<file path="src/rtl/pois_hist_pkg.sv">
// Shared types and defaults for the Poisson-count histogram block.
// N_BIN_DEF matches the sampler's 4-bit output range 0..12.
package pois_hist_pkg;

    typedef enum logic [1:0] {
        ST_IDLE  = 2'd0,
        ST_ACCUM = 2'd1,
        ST_DRAIN = 2'd2
    } state_e;

    localparam int N_BIN_DEF = 13;
    localparam int CNT_W_DEF = 32;
    localparam int WIN_W_DEF = 24;

    // Out-of-range counts fold into the top bin.
    function automatic logic [3:0] clamp_bin(input logic [3:0] s, input logic [3:0] top);
        if (s > top) begin
            clamp_bin = top;
        end else begin
            clamp_bin = s;
        end
    endfunction

endpackage

</file>
<file path="src/rtl/pois_hist_bin.sv">
// One histogram bin: saturating counter with synchronous clear and increment enable.
module pois_hist_bin #(
    parameter int CNT_W = 32
) (
    input  logic             clk,
    input  logic             reset_n,
    input  logic             clr,
    input  logic             inc,
    output logic [CNT_W-1:0] count,
    output logic             sat
);

    logic [CNT_W-1:0] count_q;
    logic [CNT_W-1:0] count_d;

    // Next count: clear wins, otherwise count up until all-ones.
    always_comb begin
        count_d = count_q;
        if (clr) begin
            count_d = '0;
        end else if (inc && !sat) begin
            count_d = count_q + CNT_W'(1);
        end else begin
            count_d = count_q;
        end
    end

    // Count register.
    always_ff @(posedge clk) begin
        if (!reset_n) begin
            count_q <= '0;
        end else begin
            count_q <= count_d;
        end
    end

    assign count = count_q;
    assign sat   = &count_q;

endmodule

</file>
<file path="src/rtl/pois_hist.sv">
// Histogram of Poisson sampler counts over a programmed window, drained one
// bin per valid/ready handshake; also tracks the running sample sum.
module pois_hist
    import pois_hist_pkg::*;
#(
    parameter int N_BIN = N_BIN_DEF,
    parameter int CNT_W = CNT_W_DEF,
    parameter int WIN_W = WIN_W_DEF
) (
    input  logic               CLK,
    input  logic               RESET_N,
    input  logic               START,
    input  logic [WIN_W-1:0]   WINDOW,
    input  logic               SAMPLE_VALID,
    input  logic [3:0]         SAMPLE,
    output logic               BUSY,
    output logic               RD_VALID,
    input  logic               RD_READY,
    output logic [3:0]         RD_BIN,
    output logic [CNT_W-1:0]   RD_COUNT,
    output logic               RD_LAST,
    output logic [CNT_W+3:0]   SUM,
    output logic               OVERFLOW,
    output logic               DONE
);

    localparam logic [3:0] TOP_BIN = 4'(N_BIN - 1);

    state_e             state_q, state_d;
    logic [WIN_W-1:0]   window_q, window_d;
    logic [WIN_W-1:0]   cnt_q, cnt_d;
    logic [CNT_W+3:0]   sum_q, sum_d;
    logic               ovf_q, ovf_d;
    logic               rd_valid_q, rd_valid_d;
    logic [3:0]         rd_bin_q, rd_bin_d;
    logic               rd_last_q, rd_last_d;
    logic               busy_q, busy_d;
    logic               done_q, done_d;

    logic               accept_s;
    logic               bin_clr_s;
    logic               oor_s;
    logic               sat_hit_s;
    logic [3:0]         sample_bin_s;
    logic [N_BIN-1:0]   bin_inc_s;
    logic [N_BIN-1:0]   bin_sat_s;
    logic [CNT_W-1:0]   bin_cnt_s [N_BIN];
    logic [CNT_W-1:0]   rd_count_s;

    // Steer an accepted sample to its bin and flag saturation / range overflow.
    always_comb begin
        accept_s     = (state_q == ST_ACCUM) && SAMPLE_VALID;
        bin_clr_s    = (state_q == ST_IDLE) && START;
        sample_bin_s = clamp_bin(SAMPLE, TOP_BIN);
        oor_s        = accept_s && (int'(SAMPLE) >= N_BIN);
        bin_inc_s    = '0;
        for (int i = 0; i < N_BIN; i++) begin
            bin_inc_s[i] = accept_s && (sample_bin_s == 4'(i));
        end
        sat_hit_s    = |(bin_inc_s & bin_sat_s);
    end

    for (genvar g = 0; g < N_BIN; g++) begin : g_bin
        pois_hist_bin #(.CNT_W(CNT_W)) u_bin (
            .clk     (CLK),
            .reset_n (RESET_N),
            .clr     (bin_clr_s),
            .inc     (bin_inc_s[g]),
            .count   (bin_cnt_s[g]),
            .sat     (bin_sat_s[g])
        );
    end

    // Window control FSM and drain sequencing.
    always_comb begin
        state_d    = state_q;
        window_d   = window_q;
        cnt_d      = cnt_q;
        sum_d      = sum_q;
        ovf_d      = ovf_q;
        rd_valid_d = rd_valid_q;
        rd_bin_d   = rd_bin_q;
        done_d     = 1'b0;
        case (state_q)
            ST_IDLE: begin
                if (START) begin
                    window_d = WINDOW;
                    cnt_d    = '0;
                    sum_d    = '0;
                    ovf_d    = 1'b0;
                    rd_bin_d = 4'd0;
                    if (WINDOW == '0) begin
                        state_d    = ST_DRAIN;
                        rd_valid_d = 1'b1;
                    end else begin
                        state_d    = ST_ACCUM;
                    end
                end else begin
                    state_d = ST_IDLE;
                end
            end
            ST_ACCUM: begin
                if (SAMPLE_VALID) begin
                    cnt_d = cnt_q + WIN_W'(1);
                    sum_d = sum_q + (CNT_W + 4)'(SAMPLE);
                    ovf_d = ovf_q | oor_s | sat_hit_s;
                    if (cnt_d == window_q) begin
                        state_d    = ST_DRAIN;
                        rd_valid_d = 1'b1;
                        rd_bin_d   = 4'd0;
                    end else begin
                        state_d = ST_ACCUM;
                    end
                end else begin
                    state_d = ST_ACCUM;
                end
            end
            ST_DRAIN: begin
                if (RD_READY) begin
                    if (rd_bin_q == TOP_BIN) begin
                        state_d    = ST_IDLE;
                        rd_valid_d = 1'b0;
                        done_d     = 1'b1;
                    end else begin
                        rd_bin_d = rd_bin_q + 4'd1;
                    end
                end else begin
                    rd_bin_d = rd_bin_q;
                end
            end
            default: begin
                state_d    = ST_IDLE;
                rd_valid_d = 1'b0;
            end
        endcase
        rd_last_d = rd_valid_d && (rd_bin_d == TOP_BIN);
        busy_d    = (state_d != ST_IDLE);
    end

    // Control and output registers.
    always_ff @(posedge CLK) begin
        if (!RESET_N) begin
            state_q    <= ST_IDLE;
            window_q   <= '0;
            cnt_q      <= '0;
            sum_q      <= '0;
            ovf_q      <= 1'b0;
            rd_valid_q <= 1'b0;
            rd_bin_q   <= 4'd0;
            rd_last_q  <= 1'b0;
            busy_q     <= 1'b0;
            done_q     <= 1'b0;
        end else begin
            state_q    <= state_d;
            window_q   <= window_d;
            cnt_q      <= cnt_d;
            sum_q      <= sum_d;
            ovf_q      <= ovf_d;
            rd_valid_q <= rd_valid_d;
            rd_bin_q   <= rd_bin_d;
            rd_last_q  <= rd_last_d;
            busy_q     <= busy_d;
            done_q     <= done_d;
        end
    end

    // Present the selected bin; selection and bins are both registered.
    always_comb begin
        rd_count_s = '0;
        for (int i = 0; i < N_BIN; i++) begin
            if (rd_bin_q == 4'(i)) begin
                rd_count_s = bin_cnt_s[i];
            end else begin
                rd_count_s = rd_count_s;
            end
        end
    end

    assign BUSY     = busy_q;
    assign RD_VALID = rd_valid_q;
    assign RD_BIN   = rd_bin_q;
    assign RD_COUNT = rd_count_s;
    assign RD_LAST  = rd_last_q;
    assign SUM      = sum_q;
    assign OVERFLOW = ovf_q;
    assign DONE     = done_q;

endmodule
</file>
<file path="config.mk">
export PLATFORM = sky130hd
export DESIGN_NAME = pois_hist
export DESIGN_NICKNAME = d
export VERILOG_FILES = /design/src/rtl/pois_hist_pkg.sv /design/src/rtl/pois_hist_bin.sv /design/src/rtl/pois_hist.sv
export SDC_FILE = /design/constraint.sdc
export NUM_CORES = 1
export LEC_CHECK = 0
export ABC_AREA = 1
export CAP_MARGIN = 20
export CORE_ASPECT_RATIO = 1.25
export CORE_UTILIZATION = 42
export DETAILED_ROUTE_END_ITERATION = 12
export GPL_ROUTABILITY_DRIVEN = 1
export GPL_TIMING_DRIVEN = 0
export HOLD_SLACK_MARGIN = 0.03
export PLACE_DENSITY = 0.64
export SLEW_MARGIN = 20
export SYNTH_ARGS = -nofsm -noshare
export SYNTH_HDL_FRONTEND = slang
export SYNTH_SLANG_ARGS = --single-unit
</file>
<file path="constraint.sdc">
create_clock -name CLK -period 4.4 [get_ports CLK]
set_input_delay 0.88 -clock CLK [delete_from_list [all_inputs] [get_ports CLK]]
set_output_delay 0.88 -clock CLK [all_outputs]
set_load 0.005 [all_outputs]
</file>
==> flow_results.org <==
** Floorplan
- Die span in y :: roughly 310 um
- Die area :: 76200 sq um
- Count of standard-cell rows :: approximately 110
- The die is 247 um wide.
- Initial Util :: a little over two fifths
- Core region area :: ~75000 sq um
- In this run the count of I/O pins placed on the die edge is between 100 and 150.

** Synth
- Most used flip-flop cell after synthesis :: sky130_fd_sc_hd__dfxtp_1
- The synthesized design contains 511 register bits.
- Per-instance average area after synthesis :: 6.22 sq um
- Counting flops with a built-in enable in the synthesized netlist gives 0.
- Seq/Total Area, Yosys :: roughly 32%
- Post-Syn Nets :: ~5100
- Number of distinct standard cells referenced by the synthesized netlist :: 59
- Number of warnings printed during yosys synthesis :: 0
- The synthesized netlist occupies a cell area of ~32000 sq um.
- Counting flops with an async set or reset pin after synthesis yields a share of 0%.
- Number of instances in the synthesized netlist :: 5074

** Global route
- The initial antenna violation count came to 3.
- Entering global routing, the biggest net connects 17 pins.
- Grt ovf :: 0
- Overall fraction of global-route tracks in use :: approximately a third
- The number of global-route vias before repair came to 32300.
- The first global-routing pass estimated 187000 um of wire.

** Final layout
- Area growth from synthesis to layout :: 17.5%
- The count of cells in the finished layout, fillers not included, comes to 6286.
- In the layout the commonest cells are sky130_fd_sc_hd__nand2_1, sky130_fd_sc_hd__inv_1, sky130_fd_sc_hd__nor2_1.
- After the last flow step, the layout net total stands at approximately 5300.
- Cells with a size suffix above 1 make up about a tenth of the layout.
- With fillers left out, the area of the finished cells amounts to about 37000 sq um.
- The library cell used most frequently in the layout, excluding fill and tap cells, is sky130_fd_sc_hd__nand2_1.

** STA
- Min Tclk post-route :: 4540 ps
- The tightest hold path in the finished design has a slack of 466 ps.
- The final critical path takes up 103% of the cycle.
- Final setup vio count :: 5
- The clock arrives with 38.2 ps of skew.
- Setup repair after global routing could not meet its margin everywhere.
- The worst pin sits at a relative slew slack of between 10% and 20%.
- After layout, the worst setup slack is -144 ps.
- At the pin with the least slew margin, the transition time is 1210 ps.
- Max-slew violation count :: 0
- Peak clock frequency supported by timing :: about 0.22 GHz
- Accumulated negative setup slack :: -387 ps
- Final hold vios :: 0

** Worst setup path
- Element type at the critical path end :: output pin
- The critical path is of the flop to output pin type.
- Standard cell with the maximum stage delay on the critical path :: sky130_fd_sc_hd__clkdlybuf4s50_1
- STA puts the critical path data required time at approximately 3500 ps.
- The worst setup path is launched from a flop.
- Among the stages of the critical path, the cell type that occurs most often is sky130_fd_sc_hd__nand2_1.
- STA puts the critical path data arrival time at 3660 ps.
- Buffers & Inverters on Critical Path :: 5
- On the worst path, the slowest cell contributes a delay of approximately 490 ps.
- In this design, the largest share of critical-path delay is due to simple AND/OR/NAND/NOR gates.
- Ordered list of cells on the worst path :: inv_4 > ha_4 > inv_4 > nor3_4 > buf_6 > clkbuf_8 > nand2_1 > nand3_4 > o21ai_1 > o21ai_2 > o21ai_2 > o21ai_1 > nand2_1 > nand4_1 > nand2_1 > nand2_2 > nand2_1 > nand2_1 > clkdlybuf4s50_1
- Along the worst path, the maximum fanout reaches 10.

** Drt
- Summed over all nets, wire length on met3 after detailed routing comes to approximately 7200 um.
- In this run the top signal layer used is met5.
- Met1 Routed Length :: about 50000 um
- Via total after detailed routing :: roughly 34000
- Via-per-instance ratio :: around 5.5
- DR iter-0 viols :: 2936
- Detailed routing placed a total of 58000 um of wire on met2.
- In the final routed layout, each cell accounts on average for 19.7 um.
- Wires add up to ~120000 um.
- In this run the remaining antenna-violating nets after routing total 0.
- Post-route DRC violation count :: 0
- Number of search-and-repair iterations in the first detailed-routing pass :: 6

** Outcome
- Result of the run :: complete, but fails checks
- Violated checks :: setup timing

** Clock network
- TritonCTS Sinks :: 511
- Counting the buffers created by CTS gives roughly 60.
- The clock reaches the later pin of the worst-skew pair after between 600 and 700 ps.
- After clock tree synthesis, the clock-pin slew on the worst setup and hold paths is about 60 ps.
- Number of hold buffers added after CTS :: 0
- The H-tree generated during clock tree synthesis spans 2 levels.
- The cell sitting at the root of the clock tree is a sky130_fd_sc_hd__clkbuf_16.
- TritonCTS clock tree :: yes
- Clock tree buffer depth :: 3

** Place
- Half-perimeter wire length after placement :: approximately 97000 um
- Summing all placed instances gives a cell area of approximately 34000 sq um.
- Routability-driven placement finished with a final weighted congestion of ~1.0.
- The count of buffers added on input and output ports is 108.
- Total placed cells including tap cells :: 6152
- Placement-stage worst setup slack :: -952 ps

** Power and ir drop
- Worst VDD drop :: 0.270 mV
- Power per Cell Area :: around 280 nW/um^2
- Reported leakage power :: between 0.01 and 0.015 uW

** Flow run
- Max-cap violations in this run came to 0.

** Hold path
- In this run the worst hold path is classified as flop to flop.
==> tightest hold or removal path, stage by stage, from the launching register on <==
cell	delay (ps)
sky130_fd_sc_hd__dfxtp_1	310
sky130_fd_sc_hd__nand2_1	60
sky130_fd_sc_hd__a21oi_1	50
==> per-layer routing <==
metal	vias to the layer above	track usage, %
li1	17100	-
met3	368	3.87
met2	1213	54.5
met4	2	20.0
met5	-	0
met1	15800	38.7
==> cell families (layout without fill, tap and decap cells) <==
logic type,after synthesis,after routing,share of synthesized area [%]
compound gates,928,928,15.6
xor+xnor,135,135,3.75
fa+ha+maj,23,23,0.936
buf+inv,765,1006,9.15
flops,511,511,32.4
other cells,0,2,0
simple gates,2712,2712,38.2
==> report_power, final <==
| part | total, uW | switching, uW | internal, uW |
|---|---|---|---|
| Clock | 5240 | 2220 | 3030 |
| Combinational | 528 | 395 | 133 |
| Sequential | 4670 | 19.9 | 4650 |
| Total | 10400 | 2630 | 7810 |
==> what timing repair did <==
item,4_1_cts,5_1_grt
gates resized for setup,324,129
endpoints found under the hold margin,0,0
buffers inserted,16,6
pin swaps,82,61
cloned,3,1
setup endpoints to repair,32,32
==> sequential cells by signal, indices dropped and copies added, names as in the netlist <==
name               flops
RD_BIN                 4
DONE                   1
BUSY                   1
cnt_q                 24
OVERFLOW               1
RD_VALID               1
g_bin.u_bin.count    416
state_q                2
window_q              24
RD_LAST                1
SUM                   36
==> synthesized netlist by cell type, drive strengths merged (4+ instances only) <==
library cell / n / area [sq um]
nand4: 147 / 947
xor2: 110 / 963
a221oi: 5 / 43.8
o22ai: 4 / 25.0
xnor2: 25 / 219
nand3: 210 / 1120
nor3: 241 / 1330
clkinv: 8 / 31.3
dfxtp: 511 / 10200
clkbuf: 138 / 518
a21oi: 443 / 2250
nand3b: 13 / 97.6
nor4: 86 / 578
ha: 22 / 275
nor3b: 21 / 178
a31oi: 15 / 93.8
o21ai: 404 / 2020
nand2: 1415 / 5370
a211oi: 10 / 80.1
nor2: 570 / 2360
or2: 4 / 25.0
buf: 17 / 76.3
o21a: 26 / 195
inv: 602 / 2260
o31ai: 4 / 30.0
==> final timing paths <==
path | cells after the start | end | slack (ps) | startpoint
worst max-delay path | 19 | RD_COUNT[25] | -140 | RD_BIN[0]
worst min-delay path | 2 | g_bin[5].u_bin.count[31] | 470 | g_bin[5].u_bin.count[31]
worst max register to register | 9 | g_bin[9].u_bin.count[3] | 1100 | state_q[1]
worst min register to register | 2 | g_bin[5].u_bin.count[31] | 470 | g_bin[5].u_bin.count[31]
==> metrics by stage <==
stage | util (%) | power [uW]
2_1_floorplan | - | 5030
3_3_place_gp | 45.4 | 5290
3_5_place_dp | 45.4 | 5300
4_1_cts | 49.3 | 10500
5_1_grt | 49.7 | 10700
6_report | 49.7 | 10400
==> area by class of cell <==
cell class              count  area, sq um
repair buffers            134         1300
flip-flops and latches    511        10200
repair inverters            1         5.00
fillers                  7902        37500
clock inverters            29          354
multi-input cells        3798        19200
diodes                      2         5.00
clock buffers              78         1680
plain buffers             154          759
inverters                 610         2310
well taps                 969         1210
Power figures use the tool's default switching activity.
